$ cat src/rtl/dmem_lsu.sv
`default_nettype none
// ============================================================================
// Module   : dmem_lsu
// Purpose  : Data memory with RV32 load/store unit. Handles byte, half and
//            word accesses (signed and unsigned loads) with per-byte write
//            lanes. A configurable number of wait states sits between accept
//            and response, behind a req/ready/done handshake.
// Ports    : clk, rst_n (async, active low)
//            req, we, funct3[2:0], a[31:0], wd[31:0] : request side
//            ready  : idle, a request is accepted this cycle if req=1
//            done   : one-cycle response pulse
//            rd     : load result (0 after a store or a fault), held
//            err    : qualifies done, the access faulted
// Config   : DMEM_LSU_ERR_EN enables the misalignment, illegal-funct3 and
//            out-of-range checks. Without it, addresses are forced aligned,
//            the word index wraps modulo DEPTH, illegal codes act as W and
//            err stays 0.
// Revision : 1.0 - initial release
// ============================================================================
module dmem_lsu #(
    parameter int DEPTH   = 64,
    parameter int LATENCY = 0
) (
    input  logic        clk,
    input  logic        rst_n,
    input  logic        req,
    input  logic        we,
    input  logic [2:0]  funct3,
    input  logic [31:0] a,
    input  logic [31:0] wd,
    output logic        ready,
    output logic        done,
    output logic [31:0] rd,
    output logic        err
);

    localparam int         c_AW     = $clog2(DEPTH);
    localparam logic [3:0] c_LAT_M1 = (LATENCY > 0) ? 4'(LATENCY - 1) : 4'd0;

    localparam logic [1:0] c_IDLE = 2'd0;
    localparam logic [1:0] c_WAIT = 2'd1;
    localparam logic [1:0] c_RESP = 2'd2;

    localparam logic [1:0] c_SZ_B = 2'd0;
    localparam logic [1:0] c_SZ_H = 2'd1;
    localparam logic [1:0] c_SZ_W = 2'd2;

    logic [1:0]      r_state;
    logic [1:0]      w_state_nxt;
    logic [3:0]      r_cnt;

    // Decoded request held through the wait states.
    logic            r_we;
    logic [1:0]      r_size;
    logic            r_uns;
    logic [1:0]      r_off;
    logic [c_AW-1:0] r_idx;
    logic [31:0]     r_wd;
    logic            r_fault;

    logic [31:0]     r_rd;
    logic            r_err;
    logic [31:0]     r_mem [DEPTH];

    // Live decode of the request on the input pins.
    logic [1:0]      w_size;
    logic            w_uns;
    logic            w_illegal;
    logic [1:0]      w_off;
    logic [c_AW-1:0] w_idx;
    logic            w_fault;

    // Operation executed on the commit edge: live decode when committing
    // straight out of IDLE, otherwise the registered copy.
    logic            w_sel_we;
    logic [1:0]      w_sel_size;
    logic            w_sel_uns;
    logic [1:0]      w_sel_off;
    logic [c_AW-1:0] w_sel_idx;
    logic [31:0]     w_sel_wd;
    logic            w_sel_fault;

    logic            w_accept;
    logic            w_commit;
    logic [3:0]      w_be;
    logic [31:0]     w_wdata;
    logic [31:0]     w_word;
    logic [31:0]     w_shifted;
    logic [31:0]     w_load;

    // ------------------------------------------------------------------
    // Request decode
    // ------------------------------------------------------------------
    always_comb begin
        w_size    = c_SZ_W;
        w_uns     = 1'b0;
        w_illegal = 1'b0;
        case (funct3)
            3'b000: w_size = c_SZ_B;
            3'b001: w_size = c_SZ_H;
            3'b010: w_size = c_SZ_W;
            3'b100: begin w_size = c_SZ_B; w_uns = 1'b1; w_illegal = we; end
            3'b101: begin w_size = c_SZ_H; w_uns = 1'b1; w_illegal = we; end
            default: w_illegal = 1'b1;
        endcase
        // Illegal codes degrade to a plain word access when unchecked.
        if (w_illegal) begin
            w_size = c_SZ_W;
            w_uns  = 1'b0;
        end
    end

    // Byte offset within the word; low bits below the access size dropped.
    always_comb begin
        case (w_size)
            c_SZ_B:  w_off = a[1:0];
            c_SZ_H:  w_off = {a[1], 1'b0};
            default: w_off = 2'b00;
        endcase
    end

    assign w_idx = a[c_AW+1:2];

`ifdef DMEM_LSU_ERR_EN
    logic w_misalign;
    logic w_range;
    assign w_misalign = ((w_size == c_SZ_H) && a[0]) ||
                        ((w_size == c_SZ_W) && (a[1:0] != 2'b00));
    assign w_range    = (a[31:c_AW+2] != '0);
    assign w_fault    = w_illegal || w_misalign || w_range;
`else
    logic w_unused_hi;
    assign w_unused_hi = ^a[31:c_AW+2];
    assign w_fault     = 1'b0;
`endif

    // ------------------------------------------------------------------
    // FSM
    // ------------------------------------------------------------------
    always_comb begin
        w_state_nxt = r_state;
        case (r_state)
            c_IDLE:  if (req) w_state_nxt = (LATENCY > 0) ? c_WAIT : c_RESP;
            c_WAIT:  if (r_cnt == 4'd0) w_state_nxt = c_RESP;
            c_RESP:  w_state_nxt = c_IDLE;
            default: w_state_nxt = c_IDLE;
        endcase
    end

    assign w_accept = (r_state == c_IDLE) && req;
    // RESP is only ever entered from IDLE or WAIT, so this is the commit edge.
    assign w_commit = (w_state_nxt == c_RESP);

    always_comb begin
        if (r_state == c_IDLE) begin
            w_sel_we    = we;
            w_sel_size  = w_size;
            w_sel_uns   = w_uns;
            w_sel_off   = w_off;
            w_sel_idx   = w_idx;
            w_sel_wd    = wd;
            w_sel_fault = w_fault;
        end else begin
            w_sel_we    = r_we;
            w_sel_size  = r_size;
            w_sel_uns   = r_uns;
            w_sel_off   = r_off;
            w_sel_idx   = r_idx;
            w_sel_wd    = r_wd;
            w_sel_fault = r_fault;
        end
    end

    // ------------------------------------------------------------------
    // Store lanes and load extraction
    // ------------------------------------------------------------------
    always_comb begin
        w_be    = 4'b1111;
        w_wdata = w_sel_wd;
        case (w_sel_size)
            c_SZ_B: begin
                w_be    = 4'b0001 << w_sel_off;
                w_wdata = {4{w_sel_wd[7:0]}};
            end
            c_SZ_H: begin
                w_be    = 4'b0011 << w_sel_off;
                w_wdata = {2{w_sel_wd[15:0]}};
            end
            default: begin
                w_be    = 4'b1111;
                w_wdata = w_sel_wd;
            end
        endcase
    end

    assign w_word    = r_mem[w_sel_idx];
    assign w_shifted = w_word >> {w_sel_off, 3'b000};

    always_comb begin
        case (w_sel_size)
            c_SZ_B:  w_load = w_sel_uns ? {24'h0, w_shifted[7:0]}
                                        : {{24{w_shifted[7]}}, w_shifted[7:0]};
            c_SZ_H:  w_load = w_sel_uns ? {16'h0, w_shifted[15:0]}
                                        : {{16{w_shifted[15]}}, w_shifted[15:0]};
            default: w_load = w_shifted;
        endcase
    end

    // RAM has no reset. The write is gated by rst_n so a request seen while
    // reset is held can never commit.
    always_ff @(posedge clk) begin
        if (rst_n && w_commit && w_sel_we && !w_sel_fault) begin
            for (int i = 0; i < 4; i++) begin
                if (w_be[i]) r_mem[w_sel_idx][8*i +: 8] <= w_wdata[8*i +: 8];
            end
        end
    end

    // ------------------------------------------------------------------
    // Control and response registers
    // ------------------------------------------------------------------
    always_ff @(posedge clk or negedge rst_n) begin
        if (!rst_n) begin
            r_state <= c_IDLE;
            r_cnt   <= 4'd0;
            r_we    <= 1'b0;
            r_size  <= c_SZ_W;
            r_uns   <= 1'b0;
            r_off   <= 2'b00;
            r_idx   <= '0;
            r_wd    <= 32'h0;
            r_fault <= 1'b0;
            r_rd    <= 32'h0;
            r_err   <= 1'b0;
        end else begin
            r_state <= w_state_nxt;
            if (w_accept) begin
                r_we    <= we;
                r_size  <= w_size;
                r_uns   <= w_uns;
                r_off   <= w_off;
                r_idx   <= w_idx;
                r_wd    <= wd;
                r_fault <= w_fault;
                r_cnt   <= c_LAT_M1;
            end else if ((r_state == c_WAIT) && (r_cnt != 4'd0)) begin
                r_cnt <= r_cnt - 4'd1;
            end
            if (w_commit) begin
                r_rd  <= (w_sel_fault || w_sel_we) ? 32'h0 : w_load;
                r_err <= w_sel_fault;
            end
        end
    end

    assign ready = (r_state == c_IDLE);
    assign done  = (r_state == c_RESP);
    assign err   = done && r_err;
    assign rd    = r_rd;

endmodule
`default_nettype wire

$ cat config.mk
export PLATFORM = sky130hd
export DESIGN_NAME = dmem_lsu
export DESIGN_NICKNAME = d
export VERILOG_FILES = /design/src/rtl/dmem_lsu.sv
export SDC_FILE = /design/constraint.sdc
export NUM_CORES = 2
export LEC_CHECK = 0
export ABC_AREA = 1
export BUFFER_PORTS_ARGS = -buffer_cell sky130_fd_sc_hd__buf_2
export CAP_MARGIN = 10
export CORE_ASPECT_RATIO = 0.5
export CORE_MARGIN = 2
export CORE_UTILIZATION = 33
export CTS_BUF_LIST = sky130_fd_sc_hd__clkbuf_4 sky130_fd_sc_hd__clkbuf_8
export DETAILED_ROUTE_END_ITERATION = 7
export PLACE_DENSITY = 0.56
export RECOVER_POWER = 25
export SKIP_CTS_REPAIR_TIMING = 1
export SYNTH_ARGS = -nofsm -noshare
export SYNTH_HDL_FRONTEND = slang
export SYNTH_SLANG_ARGS = --single-unit
$ cat constraint.sdc
create_clock -name clk -period 7.32 [get_ports clk]
set_input_delay 1.464 -clock clk [delete_from_list [all_inputs] [get_ports clk]]
set_output_delay 1.464 -clock clk [all_outputs]
set_load 0.03 [all_outputs]
### After elaboration in Yosys (flattened, before gate mapping)

Memories as Yosys holds them, arrays and structs flattened.
Index checks and enable logic that the tools add are counted.

* input port bits: 71
* memory bits (writable): 2048
* word-level logic and storage cells: 73
* flip-flop bits (word level): 82
* memories kept: 1
* output and inout port bits: 35

Memory list
* r_mem: depth 64, width 32, rd ports 1, clocked after Yosys merged registers in 0, write ports 1, line 63 `logic [31:0] r_mem [DEPTH];`

* equality and inequality tests: 9
* reduce and logical (&&, ||, !) cells: 15
* muxes and demuxes: 35
* shift operators: 3
* $add $sub $neg: 1

Operators with widths (number)
* 32-bit 2-to-1 mux: 4
* 32-bit one-hot mux with 2 select lines: 2
* 32-bit by 5-bit right shift with 32-bit output: 1
* 1-bit 2-to-1 mux: 16
* 2-bit one-hot mux with 2 select lines: 3
* 2-bit 2-to-1 mux: 5
* 4-bit 2-to-1 mux: 2
* 4-bit one-hot mux with 2 select lines: 1
* 2-bit by 1-bit == test with 1-bit output, second input constant: 3
* 3-bit == test, second input constant: 2
* 2-bit zero test: 3
* 6-bit 2-to-1 mux: 1
* 2-bit OR reduction: 3
* 2-bit == test, second input constant: 2
* 1-bit logical AND: 4
* 4-bit zero test: 1
* 4-bit nonzero test: 1
* 1-bit by 2-bit left shift with 4-bit output, first input constant: 1
* 2-bit by 2-bit left shift with 4-bit output, first input constant: 1
* 4-bit by 1-bit subtractor with 4-bit output, second input constant: 1
* 3-bit by 1-bit == test with 1-bit output, second input constant: 1
* 3-bit by 2-bit == test with 1-bit output, second input constant: 1
* 3-bit zero test: 1
* 3-bit OR reduction: 1
* 2 further kinds: 2

### Depth between registers and ports, before layout

* depth after elaboration: 12
* mapped depth: 22
* mapped depth without buffers: 19

### Worst setup path after synthesis

No wires, ideal clock.

* path kind: input port to flip-flop
* start: input port we
* end: memory r_mem[0][16], data pin
* required time: 6.618 ns
* library setup time: 0.702 ns
* stages: 7
* path slack: 1.314 ns
* arrival: 5.304 ns
* buffers on the path: 2
* path through: a21oi_1 -> inv_1 -> a21oi_2 -> inv_1 -> clkbuf_1 -> clkbuf_1 -> o21ai_0

* word-level cells in the longest chain between the ends: 5
* elaborated cells between the ends (all ways): 6
* those cells by class: eq/ne: 1; mux: 4; reduce/logical: 1

RTL lines
* start: declaration: line 27 `input logic we,`
* 1-bit one-hot mux with 2 select lines *: line 98 `case (funct3)`
* 2-bit 2-to-1 mux *: line 107 `if (w_illegal) begin`
* 2-bit 2-to-1 mux *: line 155 `if (r_state == c_IDLE) begin`
* 2-bit by 1-bit == test with 1-bit output / 2-bit zero test (equally long branches): line 180 `case (w_sel_size)`
* 32-bit one-hot mux with 2 select lines *: line 180
* net w_wdata[16]: line 86 `logic [31:0] w_wdata;`
* end: declaration: line 63

The timed path passes the listed nets; every way through them passes the cells marked *.

### Final worst setup path

* start: register r_state[1]
* end: memory r_mem[63][26], data pin

* word-level cells in the longest chain between the ends: 4
* elaborated cells between the ends (all ways): 6
* those cells by class: eq/ne: 1; mux: 3; reduce/logical: 2

RTL lines
* start: declaration: line 48 `logic [1:0] r_state;`
* start signal: assignment: line 224 `r_state <= c_IDLE;`
* start signal: assignment: line 236 `r_state <= w_state_nxt;`
* 2-bit zero test *: line 155
* 2-bit 2-to-1 mux: line 155
* 2-bit by 1-bit == test with 1-bit output / 2-bit zero test (equally long branches): line 180
* 32-bit one-hot mux with 2 select lines *: line 180
* net w_wdata[26]: line 86

Marked as above.

==> summary by stage <==
Synth
Synthesis handed over a netlist of 8141 instances. The register bit count reported by yosys is 2130. The most common flop cell mapped by yosys is edfxtp_1. The Yosys step of the flow raised 0 warnings.

The post-synthesis cell type count is 43. The netlist area before placement is 88800 um2. After synthesis, the cell types taking the most area are edfxtp_1, nand2_1, nor2_1. By count the netlist is led by nand2_1, edfxtp_1, nor2_1. The mean post-synth cell area is 10.9 um2.

The fraction of the yosys area taken by sequential cells is 71.6%. Synthesis produced a netlist with a net count of 8213. The most common cell in the synthesized netlist is nand2_1. The biggest area contributor in the post-synthesis netlist is edfxtp_1. Counting flops with an async set or reset pin after synthesis yields a share of 3.85%. The share of the synthesized area in the top cell type is 69.3%. Yosys mapped a number of flops with a built-in enable equal to 2048.

STA
The number of slew-limit violations in the final report came to 754. The worst clock skew is 0.0636 ns. The total of endpoints with negative setup slack in the final report is 0. The worst path in the final design needs a cycle of 5.88 ns, including I/O delays and setup. For the pin with the worst max-slew slack, the measured transition is 3.48 ns. The number of failing hold endpoints at the final stage is 0. Adding up every negative setup slack in the final design gives 0 ns. The final worst hold slack is 0.474 ns. Setup repair after global routing left no endpoint under its margin. The peak clock frequency supported by timing is 0.170 GHz.

The remaining max-slew budget at the tightest pin is -132%. The final cycle utilization of the critical path is 80.3%.

Global routing
The first-pass GRT wire length is 387000 um. Entering global routing, the biggest net connects 148 pins. Global routing used 19.3% of the available tracks. Global routing finished with a remaining overflow of 0. The met2 track demand over resource in global routing is 29.8%. The number of global-route vias before repair is 56400. The fraction of met1 tracks used by global routing is 25.9%. For this run, global-route usage on met3 was measured as 4.96%. The initial antenna violation count is 11.

The layer carrying the most global-route usage is met2.

Floorplan
For this configuration, the core starts out at a cell density of 33.2%. The floorplan die area is 273000 um2. The floorplan row count is 134.

The horizontal extent of the die is 738 um. The die height is 371 um. The number of top-level pins is 106.

The area of the core region is 267000 um2.

Worst setup path
On the critical path, the stage with the largest delay is an instance of clkbuf_1. The critical path contains buffers and inverters numbering 7 combined. The kind of start point of the critical path is a register. In this design, the largest share of critical-path delay is due to buffers and inverters. Walking the worst path, the cells encountered are nor2_4 -> clkbuf_1 -> nor2_1 -> clkbuf_1 -> a21oi_4 -> buf_4 -> inv_1 -> buf_4 -> nor2_2 -> buf_4 -> nand2_1 -> o221ai_4 -> buf_4. The critical path endpoint category is a register. The worst-path maximum fanout is 37. At the worst endpoint, the required time is 8.10 ns. The critical path in this run is classified as register to register. The data arrival time of the worst path is 6.66 ns.

The largest single stage delay on the critical path is 0.79 ns. The cell type with the highest occurrence count on the critical path is buf_4.

Clock network
After clock tree synthesis, the clock-pin slew on the worst setup and hold paths is 0.06 ns. The number of clock sinks seen by CTS is 2130. Buffers inserted during clock tree synthesis total 347. For the worst-skew pair, the clock arrives at the later sink with an insertion delay of 1.04 ns. The cell at the root of the clock tree is clkbuf_8.

The maximum number of buffers from clock root to sink is 4. The clock tree from TritonCTS is done. The H-tree was split into 5 levels.

Layout
The share of final-layout standard cells stronger than drive strength 1 is 8.89%. The post-synthesis to final-layout area growth is 11.8%. The number of nets in the final layout is 8336.

Drt
Summed over all layers, the routed wires come to 271000 um. The average detailed-routed wire length per instance is 22.4 um. The number of remaining DRC errors is 0. The via count is 60100. In this run the remaining antenna-violating nets after routing total 0. The average vias per placed instance is 4.96. The pre-antenna-repair detailed-routing pass consisted of 6 iterations. The initial DRC count is 6839.

Pwr
The power density over the cells is 276 nW/um2. Cell internal power was estimated by the tool at 19800 uW. The clock network power share is 35.9%. Summed over all nets, the switching power comes to 7610 uW.

Per report_power, the combinational group accounts for 13.1% of the total. The leakage power figure is 0.0369 uW. The fraction of power consumed by sequential logic is 51.0%. The worst vdd rail ir drop is 0.000122 V. In this run switching power makes up 27.8% of total power.

Placed design
The count of buffers inserted at the top-level ports is 80. The placer's final routability congestion estimate is 0.871. The half-perimeter wire length of the detailed placement result is 156000 um.

Run status
The checks that failed: capacitance limit, slew limit. The flow ran to the end, but the final reports show violations.

Job
The number of max-capacitance violations reported is 13.

Hold path
In this run the worst hold path is classified as register to register.
layout by cell type (no fill, tap or decap), drive strengths merged:
master,netlist,layout
nand3b,11,11
clkinvlp,0,4
o21ai,730,730
nor3,15,15
ha,1,1
nor2,1394,1394
bufinv,0,2
o211ai,3,3
o221ai,8,8
dfrtp,81,81
edfxtp,2048,2048
buf,308,164
a31oi,1,1
nor4,1,1
o21a,8,8
nand2,2569,2569
diode,0,17
clkbuf,133,524
or2,14,14
conb,1,1
nand3,182,182
inv,412,409
a21oi,32,32
dfstp,1,1
nand4,47,47
o22ai,131,131
clkinv,1,106
o22a,9,9
worst paths after layout:
path | start | end | slack [ns] | cells past startpoint
worst max-delay path | r_state[1] | r_mem[63][26] | 1.44 | 13
worst max register to register | r_state[1] | r_mem[63][26] | 1.44 | 13
worst min register to register | r_cnt[3] | r_cnt[3] | 0.47 | 1
max in group asynchronous | rst_n | r_wd[4] | 2.70 | 2
min in group asynchronous | rst_n | rd[31] | 0.71 | 1
worst min-delay path | r_cnt[3] | r_cnt[3] | 0.47 | 1
cell type report:
class,count,area [um2]
diodes,17,42.5
clock buffers,473,5780
clock inverters,108,497
fillers,26300,168000
inverters,413,1550
multi-input cells,5157,21800
flip-flops and latches,2130,63600
well taps,3604,4510
repair buffers,215,1510
power groups by stage:
stage	sequential [uW]	clock, uW	combinational [uW]
after floorplan	14300	0	1950
after global placement	14200	0	3530
after detailed placement	14200	0	3560
after CTS	13900	9940	3570
after global routing	14000	10400	3850
final	14000	9820	3580
logic make-up (layout without fill, tap and decap cells):
logic type / Yosys count / in the layout / share of synthesized area [%]
other: 1 / 18 / 0.00422
flip-flops: 2130 / 2130 / 71.6
AO/OA/AOI/OAI: 922 / 922 / 5.52
adder cells (fa/ha/maj): 1 / 1 / 0.0141
buffers and inverters: 854 / 1209 / 4.30
AND/OR/NAND/NOR: 4233 / 4233 / 18.6
registers in the layout (all words and copies together), names as in the netlist:
| register | cells |
|---|---|
| r_mem | 2048 |
| r_wd | 32 |
| rd | 32 |
| r_idx | 6 |
| r_cnt | 4 |
| r_off | 2 |
| r_size | 2 |
| r_state | 2 |
| r_uns | 1 |
| r_we | 1 |
metrics by stage:
step / setup WS (ns) / area [um2] / total power [uW] / std cells / util, %
after floorplan: 1.31 / 88800 / 16300 / 8141 / -
after global placement: 1.80 / 93100 / 17700 / 11500 / 34.8
after detailed placement: 1.77 / 93100 / 17800 / 11500 / 34.8
after CTS: 2.26 / 99400 / 27500 / 12100 / 37.2
after global routing: 0.989 / 99300 / 28200 / 12100 / 37.1
final: 1.44 / 99300 / 27400 / 12100 / 37.2
routing by layer:
layer  part of all wire, %  up-vias  routed length [um]
met4                   3.8        8               10300
met1                    42    29400              114000
met2                    45     2534              122000
li1                      -    27600                   -
met3                   9.1      508               24600
met5                 0.022        -                  60
(Power assumes the default switching activity.)
